==> config.mk <==
export PLATFORM = sky130hd
export DESIGN_NAME = mips_multicycle_ctrl
export DESIGN_NICKNAME = d
export VERILOG_FILES = /design/src/rtl/mips_multicycle_ctrl.sv
export SDC_FILE = /design/constraint.sdc
export NUM_CORES = 1
export LEC_CHECK = 0
export ABC_AREA = 1
export CAP_MARGIN = 10
export CORE_MARGIN = 2
export CORE_UTILIZATION = 44
export CTS_CLUSTER_SIZE = 12
export DETAILED_ROUTE_END_ITERATION = 10
export PLACE_DENSITY_LB_ADDON = 0.3
export SLEW_MARGIN = 20
export SYNTH_ARGS = -nofsm -noshare
export SYNTH_HDL_FRONTEND = slang
export SYNTH_SLANG_ARGS = --single-unit
==> constraint.sdc <==
create_clock -name clock -period 1.95 [get_ports clock]
set_clock_uncertainty 0.1 [all_clocks]
set_input_delay 0.195 -clock clock [delete_from_list [all_inputs] [get_ports clock]]
set_output_delay 0.195 -clock clock [all_outputs]
set_load 0.02 [all_outputs]
==> src/rtl/mips_multicycle_ctrl.sv <==
// -----------------------------------------------------------------------------
// mips_multicycle_ctrl
//   Multicycle MIPS control FSM. Sequences the PC, instruction/data memory,
//   register file, ALU and PC mux one state per cycle. Decodes opcode/funct,
//   stalls on a req/ready memory handshake and gives up on a stuck memory
//   after TIMEOUT wait cycles.
//
// Ports
//   clock       rising-edge clock
//   reset       asynchronous active-low reset
//   opcode      instr[31:26], held by the IR from DECODE onward
//   funct       instr[5:0]
//   zero        ALU zero flag (used by beq)
//   mem_ready   memory completes the current access this cycle
//   mem_req     memory access active, held until mem_ready
//   mem_we      write access (sw); implies mem_req
//   iord        memory address select: 0 = PC, 1 = ALUOut
//   ir_write    load instruction register
//   pc_en       PC load enable = pc_write | (pc_write_cond & zero)
//   pc_src      00 ALU result, 01 ALUOut (branch target), 10 jump target
//   alu_src_a   0 = PC, 1 = reg A
//   alu_src_b   00 reg B, 01 const 4, 10 sign-ext imm, 11 sign-ext imm<<2
//   alu_op      0000 and, 0001 or, 0010 add, 0110 sub, 0111 slt
//   reg_write   register file write enable
//   reg_dst     write register select: 0 = rt, 1 = rd
//   mem_to_reg  write data select: 0 = ALUOut, 1 = memory data register
//   illegal     1-cycle pulse on unknown opcode (DECODE) or funct (EXEC)
//   bus_err     1-cycle pulse when a memory wait times out
//   state       current state encoding (debug)
//   cycle_cnt   (MIPS_CTRL_PERF_EN) clocks spent outside IDLE
//   instr_cnt   (MIPS_CTRL_PERF_EN) instructions retired
//
// Configuration macro
//   MIPS_CTRL_PERF_EN  adds the cycle_cnt / instr_cnt performance counters.
// -----------------------------------------------------------------------------
module mips_multicycle_ctrl #(
  parameter int OP_W    = 4,
  parameter int TIMEOUT = 16,
  parameter int CNT_W   = 32
) (
  input  logic             clock,
  input  logic             reset,
  input  logic [5:0]       opcode,
  input  logic [5:0]       funct,
  input  logic             zero,
  input  logic             mem_ready,
  output logic             mem_req,
  output logic             mem_we,
  output logic             iord,
  output logic             ir_write,
  output logic             pc_en,
  output logic [1:0]       pc_src,
  output logic             alu_src_a,
  output logic [1:0]       alu_src_b,
  output logic [OP_W-1:0]  alu_op,
  output logic             reg_write,
  output logic             reg_dst,
  output logic             mem_to_reg,
  output logic             illegal,
  output logic             bus_err,
  output logic [3:0]       state
`ifdef MIPS_CTRL_PERF_EN
  ,
  output logic [CNT_W-1:0] cycle_cnt,
  output logic [CNT_W-1:0] instr_cnt
`endif
);

  typedef enum logic [3:0] {
    S_IDLE   = 4'd0,
    S_FETCH  = 4'd1,
    S_DECODE = 4'd2,
    S_MEMADR = 4'd3,
    S_MEMRD  = 4'd4,
    S_MEMWB  = 4'd5,
    S_MEMWR  = 4'd6,
    S_EXEC   = 4'd7,
    S_ALUWB  = 4'd8,
    S_BRANCH = 4'd9,
    S_JUMP   = 4'd10,
    S_ADDIEX = 4'd11,
    S_ADDIWB = 4'd12
  } state_t;

  // Moore part of the control word; registered alongside the state so the
  // outputs come straight from flops.
  typedef struct packed {
    logic            mem_req;
    logic            mem_we;
    logic            iord;
    logic            ir_write;
    logic            pc_write;
    logic            pc_write_cond;
    logic [1:0]      pc_src;
    logic            alu_src_a;
    logic [1:0]      alu_src_b;
    logic [OP_W-1:0] alu_op;
    logic            reg_write;
    logic            reg_dst;
    logic            mem_to_reg;
  } ctrl_t;

  localparam logic [5:0] OP_RTYPE = 6'b000000;
  localparam logic [5:0] OP_LW    = 6'b100011;
  localparam logic [5:0] OP_SW    = 6'b101011;
  localparam logic [5:0] OP_BEQ   = 6'b000100;
  localparam logic [5:0] OP_J     = 6'b000010;
  localparam logic [5:0] OP_ADDI  = 6'b001000;

  localparam logic [5:0] FN_ADD = 6'b100000;
  localparam logic [5:0] FN_SUB = 6'b100010;
  localparam logic [5:0] FN_AND = 6'b100100;
  localparam logic [5:0] FN_OR  = 6'b100101;
  localparam logic [5:0] FN_SLT = 6'b101010;

  localparam logic [OP_W-1:0] ALU_AND = OP_W'(4'b0000);
  localparam logic [OP_W-1:0] ALU_OR  = OP_W'(4'b0001);
  localparam logic [OP_W-1:0] ALU_ADD = OP_W'(4'b0010);
  localparam logic [OP_W-1:0] ALU_SUB = OP_W'(4'b0110);
  localparam logic [OP_W-1:0] ALU_SLT = OP_W'(4'b0111);

  // The wait counter only has to reach TIMEOUT-1; at that value a further
  // not-ready cycle is the timeout cycle itself.
  localparam int              WC_W    = (TIMEOUT < 2) ? 1 : $clog2(TIMEOUT);
  localparam logic [WC_W-1:0] TO_LAST = WC_W'((TIMEOUT > 0) ? TIMEOUT - 1 : 0);

  // The ALU op encodings need at least 3 bits to stay distinct.
  if (OP_W < 3 || CNT_W < 1) begin : g_bad_params
    $error("mips_multicycle_ctrl: OP_W must be >= 3 and CNT_W >= 1");
  end

  // R-type funct decode: {legal, alu_op}
  function automatic logic [OP_W:0] funct_decode(input logic [5:0] fn);
    logic [OP_W:0] r;
    r = '0;
    case (fn)
      FN_ADD:  r = {1'b1, ALU_ADD};
      FN_SUB:  r = {1'b1, ALU_SUB};
      FN_AND:  r = {1'b1, ALU_AND};
      FN_OR:   r = {1'b1, ALU_OR};
      FN_SLT:  r = {1'b1, ALU_SLT};
      default: r = '0;
    endcase
    return r;
  endfunction

  // Control word for a state; fn selects the ALU operation in EXEC.
  function automatic ctrl_t decode_ctrl(input state_t s, input logic [5:0] fn);
    ctrl_t c;
    logic [OP_W:0] fd;
    c  = '0;
    fd = funct_decode(fn);
    case (s)
      S_FETCH: begin
        c.mem_req   = 1'b1;
        c.ir_write  = 1'b1;
        c.pc_write  = 1'b1;
        c.alu_src_b = 2'b01;
        c.alu_op    = ALU_ADD;
      end
      S_DECODE: begin
        c.alu_src_b = 2'b11;
        c.alu_op    = ALU_ADD;
      end
      S_MEMADR, S_ADDIEX: begin
        c.alu_src_a = 1'b1;
        c.alu_src_b = 2'b10;
        c.alu_op    = ALU_ADD;
      end
      S_MEMRD: begin
        c.mem_req = 1'b1;
        c.iord    = 1'b1;
      end
      S_MEMWB: begin
        c.reg_write  = 1'b1;
        c.mem_to_reg = 1'b1;
      end
      S_MEMWR: begin
        c.mem_req = 1'b1;
        c.mem_we  = 1'b1;
        c.iord    = 1'b1;
      end
      S_EXEC: begin
        c.alu_src_a = 1'b1;
        c.alu_op    = fd[OP_W-1:0];
      end
      S_ALUWB: begin
        c.reg_write = 1'b1;
        c.reg_dst   = 1'b1;
      end
      S_BRANCH: begin
        c.alu_src_a     = 1'b1;
        c.alu_op        = ALU_SUB;
        c.pc_write_cond = 1'b1;
        c.pc_src        = 2'b01;
      end
      S_JUMP: begin
        c.pc_write = 1'b1;
        c.pc_src   = 2'b10;
      end
      S_ADDIWB: begin
        c.reg_write = 1'b1;
      end
      default: c = '0;
    endcase
    return c;
  endfunction

  state_t          st_q;
  state_t          nxt;
  ctrl_t           ctl;
  logic [WC_W-1:0] wait_cnt;
  logic            wait_st;
  logic            timeout_hit;
  logic            illegal_c;
  logic [OP_W:0]   fdec;

  assign fdec = funct_decode(funct);

  always_comb begin
    nxt         = st_q;
    illegal_c   = 1'b0;
    wait_st     = (st_q == S_FETCH) || (st_q == S_MEMRD) || (st_q == S_MEMWR);
    timeout_hit = (TIMEOUT != 0) && wait_st && !mem_ready && (wait_cnt == TO_LAST);
    case (st_q)
      S_IDLE:  nxt = S_FETCH;
      S_FETCH: begin
        if (timeout_hit)    nxt = S_FETCH;
        else if (mem_ready) nxt = S_DECODE;
      end
      S_DECODE: begin
        case (opcode)
          OP_RTYPE:      nxt = S_EXEC;
          OP_LW, OP_SW:  nxt = S_MEMADR;
          OP_BEQ:        nxt = S_BRANCH;
          OP_J:          nxt = S_JUMP;
          OP_ADDI:       nxt = S_ADDIEX;
          default: begin
            illegal_c = 1'b1;
            nxt       = S_FETCH;
          end
        endcase
      end
      S_MEMADR: nxt = (opcode == OP_LW) ? S_MEMRD : S_MEMWR;
      S_MEMRD: begin
        if (timeout_hit)    nxt = S_FETCH;
        else if (mem_ready) nxt = S_MEMWB;
      end
      S_MEMWR: begin
        if (timeout_hit || mem_ready) nxt = S_FETCH;
      end
      S_EXEC: begin
        if (fdec[OP_W]) begin
          nxt = S_ALUWB;
        end else begin
          illegal_c = 1'b1;
          nxt       = S_FETCH;
        end
      end
      S_ADDIEX: nxt = S_ADDIWB;
      S_MEMWB, S_ALUWB, S_BRANCH, S_JUMP, S_ADDIWB: nxt = S_FETCH;
      default:  nxt = S_IDLE;
    endcase
  end

  always_ff @(posedge clock or negedge reset) begin
    if (!reset) begin
      st_q     <= S_IDLE;
      ctl      <= '0;
      wait_cnt <= '0;
`ifdef MIPS_CTRL_PERF_EN
      cycle_cnt <= '0;
      instr_cnt <= '0;
`endif
    end else begin
      st_q <= nxt;
      ctl  <= decode_ctrl(nxt, funct);
      // Any cycle that is not an ongoing stall leaves the counter at zero,
      // so every entry into a wait state starts a fresh count.
      if (wait_st && !mem_ready && !timeout_hit) wait_cnt <= wait_cnt + WC_W'(1);
      else                                       wait_cnt <= '0;
`ifdef MIPS_CTRL_PERF_EN
      if (st_q != S_IDLE) cycle_cnt <= cycle_cnt + CNT_W'(1);
      if (nxt == S_FETCH && st_q != S_FETCH && st_q != S_IDLE &&
          !illegal_c && !timeout_hit)
        instr_cnt <= instr_cnt + CNT_W'(1);
`endif
    end
  end

  // A timed-out access releases the bus in the very cycle bus_err fires.
  assign mem_req    = ctl.mem_req & ~timeout_hit;
  assign mem_we     = ctl.mem_we & ~timeout_hit;
  assign iord       = ctl.iord;
  // ir_write is set only in FETCH, so it also marks the pc_write that must
  // wait for the instruction fetch to complete.
  assign ir_write   = ctl.ir_write & mem_ready;
  assign pc_en      = (ctl.pc_write & (~ctl.ir_write | mem_ready)) |
                      (ctl.pc_write_cond & zero);
  assign pc_src     = ctl.pc_src;
  assign alu_src_a  = ctl.alu_src_a;
  assign alu_src_b  = ctl.alu_src_b;
  assign alu_op     = ctl.alu_op;
  assign reg_write  = ctl.reg_write;
  assign reg_dst    = ctl.reg_dst;
  assign mem_to_reg = ctl.mem_to_reg;
  assign illegal    = illegal_c;
  assign bus_err    = timeout_hit;
  assign state      = st_q;

endmodule
==> results.cfg, run 1 <==
[worst_setup_path]
cpPeakStageDelay_ps = 410
path_class = reg -> out
cpMostUsedCell = nand2_1
worstPathArrival_ps = 1590
critical_path_buf_inv_count = 2
rr_worst_depth = 10
crit_path_max_fanout = 3
crit_slowest_cell = dfrtp_1
cp-end-kind = output pin
cp.depth = 6
worstSetupStartpointType = flop
cp.required_ps = 1650
path_cells = buf_4, nand2_1, nor2_2, nand2_1, o21ai_0, buf_2
cpLargestDelayFamily = flip-flops

[floorplan]
dieHeight_um = 60.6
die_w_um = 60.6
ios = 39
core_um2 = 3050
dieArea_um2 = 3670
rows = 20
start_util = 0.461

[power]
internal_power_mw = 1.38
combPwrFrac = 0.552
clkPwrFrac = 0.156
switchingPower_uw = 957
p_leak_nw = 1.07
seqPwrFrac = 0.292
ir_worst_vdd_mv = 0.401
power_density_nw_per_um2 = 1150
switching_share = 0.410

[final_layout]
top_register = ctl
areaGrowthSynthToFinish_pct = 44.5
diodes = 0
fin_util = 0.666
largest_reg_flops = 5
nets = 269
drive_gt1_frac = 0.243

[route]
wl_per_cell_um = 10.5
post-route-drc-count = 0
viasPerCell = 4.55
vias = 1343
wl_um = 3080
drt_iter0_drc = 37
dr.pass1.iters = 4
ant_nets = 0

[place]
dp_hpwl_um = 2400
numPortBuffers = 37
place_congestion = 0.867

[synth]
ys_seq_area_frac = 0.427
synth.area.top_cells = dfrtp_1, nand2_1, nor2_1
yosysMostFrequentCell = nand2_1
synth_cell_type_count = 29
synth-seq-cells = 24
synth_edf_count = 0
synth_top_area_share = 0.427
synthCells = 191
ys.flop_type = dfrtp_1
synth_top_area_cell = dfrtp_1
synth.avg_cell_area_um2 = 7.37
ys_warn_count = 0
synth_area_um2 = 1410
syn_nets = 208
async_reset_ff_frac = 1.00
ys_top_cells_by_count = nand2_1, nor2_1, inv_1

[grt]
grt_overflow = 0
antenna_found_initial = 0
grt.total_usage = 0.186
grt_first_pass_wirelength_um = 5080
grt_max_degree = 25
grt_pass1_vias = 1292

[timing]
timing.hold.ws_ps = 109
max_freq_mhz = 530
maxSlewViolCount = 0
min_period_over_period = 0.968
period_needed_ps = 1890
setup_viol = 0
finalHoldViolations = 0

[run]
maxCapViolations = 0

[hold_path]
hold_class = in -> async

[clock_network]
clock_path_buffers = 2
clock-sinks = 24
cts-root-buf = clkbuf_4
numCtsBuffers = 3
worstSkewPairLatency_ps = 320
htree_num_levels = 1
path_clk_slew_ps = 140
cts_tree = done

[outcome]
status = completed
power groups by stage:
| stage | combinational (mW) | clock (mW) | sequential [mW] |
|---|---|---|---|
| 4_1_cts | 1.28 | 0.370 | 0.686 |
| 3_5_place_dp | 1.27 | 0 | 0.697 |
| 3_3_place_gp | 1.25 | 0 | 0.689 |
| 2_1_floorplan | 0.704 | 0 | 0.771 |
| 6_report | 1.29 | 0.365 | 0.681 |
| 5_1_grt | 1.43 | 0.384 | 0.692 |
cells in the final DEF, fill, tap and decap left out, types with 5 or more instances in the layout:
cell type / instances
dfrtp_1: 24
buf_4: 27
nand2_2: 5
nand2_1: 38
nor2_1: 34
inv_1: 29
nand3_1: 12
nor2_2: 7
clkdlybuf4s50_1: 33
final cells by class:
type	instances	area [µm²]
clock buffers	3	22.5
clock inverters	1	30.0
fillers	279	1020
inverters	33	124
multi-input cells	126	649
flip-flops and latches	24	601
well taps	44	55.1
repair buffers	64	553
worst reg2reg max path, cell delays in order, from the launching register on:
cell and delay [ps]:
dfrtp_1 410, ha_1 230, and3_2 270, a21oi_4 160, nor2_1 50, nor2_1 110
nand2_2 110, nand2_4 110, nor2_4 50, nor2_1 100, nand2_1 50
timing repair:
item                                    in CTS  in global routing
pin swaps                                    0                  2
endpoints found under the setup margin       4                  9
endpoints found under the hold margin        0                  0
resized for setup                           18                  5
buffers inserted                             1                  1
hold buffers                                 0                  0
layer usage:
layer,global-route usage,share of wire,vias up
met4,0.0901,0.018,0
met2,0.338,0.52,29
met3,0.0213,0.036,4
met1,0.216,0.43,614
met5,0,0,-
li1,-,-,696
through the flow:
| step | setup slack [ps] | TNS (ps) | cells | total power [mW] | area [µm²] |
|---|---|---|---|---|---|
| floorplan | 197 | 0 | 191 | 1.48 | 1410 |
| global placement | -200 | -693 | 289 | 1.94 | 1960 |
| detailed placement | -214 | -1290 | 289 | 1.96 | 1960 |
| CTS | 0.913 | 0 | 294 | 2.33 | 2030 |
| global route | -26.5 | -39.9 | 295 | 2.50 | 2030 |
| finish | 61.6 | 0 | 295 | 2.34 | 2030 |
kinds of logic (layout without fill, tap and decap cells):
family	Yosys count	count (layout)	synth area share
AND/OR/NAND/NOR	110	110	0.363
buffers and inverters	41	101	0.131
flip-flops	24	24	0.427
AO/OA/AOI/OAI	12	12	0.0560
XOR/XNOR	2	2	0.0124
adder cells (fa/ha/maj)	1	1	0.00889
other	1	1	0.00266
final timing paths:
check                      slack, ps                    end                   from
max                               60                illegal     state[1]$_DFF_PN0_
min                              110  wait_cnt[1]$_DFF_PN0_                  reset
max reg2reg                      110    alu_op[1]$_DFF_PN0_  wait_cnt[0]$_DFF_PN0_
min reg2reg                      440  wait_cnt[0]$_DFF_PN0_  wait_cnt[0]$_DFF_PN0_
max in group asynchronous       1410   mem_to_reg$_DFF_PN0_                  reset
min in group clock               440  wait_cnt[0]$_DFF_PN0_  wait_cnt[0]$_DFF_PN0_
(Power assumes the default switching activity.)
==> run 2: changes to the inputs <==
- CTS_CLUSTER_DIAMETER: unset -> 80
==> results of run 2 <==
No change in the layout: final DEF, timing and power equal those of run 1.
==> run 3: changes to the inputs <==
- CORE_UTILIZATION: 44 -> 43
- CTS_CLUSTER_DIAMETER: 80 -> 150
- clock period: 1.95 -> 1.6 ns (I/O delays scaled with it)
==> results.cfg, run 3 (synthesis gave the netlist of run 1 again) <==
[outcome]
status = finished, violations left
violations = negative setup slack

[route]
ant_nets = 0
post-route-drc-count = 0
wl_per_cell_um = 10.4
drt_iter0_drc = 40
viasPerCell = 4.50
wl_um = 3250
dr.pass1.iters = 4
vias = 1408

[final_layout]
largest_reg_flops = 5
layout.cells.most_common = buf_4
nets = 287
areaGrowthSynthToFinish_pct = 60.6
mostFrequentLayoutCells = buf_4, nand2_1, nor2_1
diodes = 0
nFillCells = 242
drive_gt1_frac = 0.353
top_register = ctl
final_cells = 313

[worst_setup_path]
crit_path_max_fanout = 4
path_cells = inv_2, buf_6, nor2_4, nand2_4, nand2_4, nand3_4, buf_6, nand2_1, nand3_2, inv_4, nand2_2, nor2_4, inv_2, nand2_1
cp.required_ps = 1760
crit_slowest_cell = dfrtp_2
critical_path_buf_inv_count = 5
cpLargestDelayFamily = simple AND/OR/NAND/NOR gates
worstSetupStartpointType = flop
cpPeakStageDelay_ps = 400
cp-end-kind = flop
path_class = reg -> reg
worstPathArrival_ps = 2000

[grt]
grt_overflow = 0
grt.total_usage = 0.204
top_usage_layer = met2
antenna_found_initial = 0
grt_max_degree = 25
grt_use_met1 = 0.231
met2_usage = 0.394
grt_pass1_vias = 1450
grt_use_met3 = 0.0294
grt_first_pass_wirelength_um = 5730

[clock_network]
clock-sinks = 24
htree_num_levels = 1
path_clk_slew_ps = 130
clock_path_buffers = 2
numCtsBuffers = 3
cts-root-buf = clkbuf_4
worstSkewPairLatency_ps = 310
cts_tree = done

[floorplan]
die_w_um = 61.2
core_um2 = 3080
dieHeight_um = 61.2
ios = 39
dieArea_um2 = 3750
rows = 20
start_util = 0.457

[timing]
max_freq_mhz = 545
finalHoldViolations = 0
setup_viol = 17
min_period_over_period = 1.15
setup_ws_ps = -235
timing.hold.ws_ps = 86.3
period_needed_ps = 1840
rsz0062_at_grt = true
maxSlewViolCount = 0

[hold_path]
hold_class = in -> async

[power]
ir_worst_vdd_mv = 0.468
switchingPower_mw = 1.28
clkPwrFrac = 0.137
internal_power_mw = 1.89
p_leak_nw = 1.20
power_density_nw_per_um2 = 1400
switching_share = 0.404
seqPwrFrac = 0.268
combPwrFrac = 0.595

[place]
place_congestion = 0.867
numPortBuffers = 37
placed_cells = 305
dp_hpwl_um = 2510
pre_cts_slack_ps = -497

[run]
maxCapViolations = 0
run 3: final cells by class:
class	count	area, µm²	area share
Sequential cell	24	606	0.268
Tap cell	44	55.1	0.0243
Inverter	33	126	0.0559
Clock buffer	3	22.5	0.00996
Timing Repair Buffer	82	719	0.318
Clock inverter	1	30.0	0.0133
Multi-Input combinational cell	126	702	0.310
run 3: final timing paths:
| path | end | start | slack [ps] | depth (start not counted) |
|---|---|---|---|---|
| min reg2reg | wait_cnt[0]$_DFF_PN0_ | wait_cnt[0]$_DFF_PN0_ | 440 | 2 |
| max in group asynchronous | state[3]$_DFF_PN0_ | reset | 1070 | 2 |
| min | wait_cnt[0]$_DFF_PN0_ | reset | 90 | 2 |
| max | alu_src_b[0]$_DFF_PN0_ | state[0]$_DFF_PN0_ | -240 | 14 |
| min in group clock | wait_cnt[0]$_DFF_PN0_ | wait_cnt[0]$_DFF_PN0_ | 440 | 2 |
| max reg2reg | alu_src_b[0]$_DFF_PN0_ | state[0]$_DFF_PN0_ | -240 | 14 |
run 3: per-stage QoR:
step                instance area (µm²)   util  power (mW)  setup TNS (ps)
finish                             2260  0.735        3.17           -2800
global placement                   2100  0.682        2.51           -6250
global route                       2260  0.735        3.40           -4520
floorplan                          1430      -        1.81           -38.8
CTS                                2230  0.725        3.14           -2530
detailed placement                 2100  0.682        2.55           -6840
run 3: metal layers:
| metal | vias to the layer above | wire length [µm] |
|---|---|---|
| li1 | 736 | - |
| met4 | 0 | 36 |
| met2 | 28 | 1730 |
| met5 | - | 0 |
| met1 | 640 | 1380 |
| met3 | 4 | 98 |
run 3: power by group through the flow:
stage               clock network, mW  logic, mW  registers [mW]
finish                          0.436       1.89           0.850
global route                    0.472       2.06           0.866
CTS                             0.445       1.84           0.851
detailed placement                  0       1.69           0.860
global placement                    0       1.66           0.856
floorplan                           0      0.862           0.951
run 3: timing repair:
item,4_1_cts,5_1_grt
setup buffers,4,0
pin swaps,9,3
gates resized for setup,45,10
endpoints found under the setup margin,23,19
hold buffers,0,0
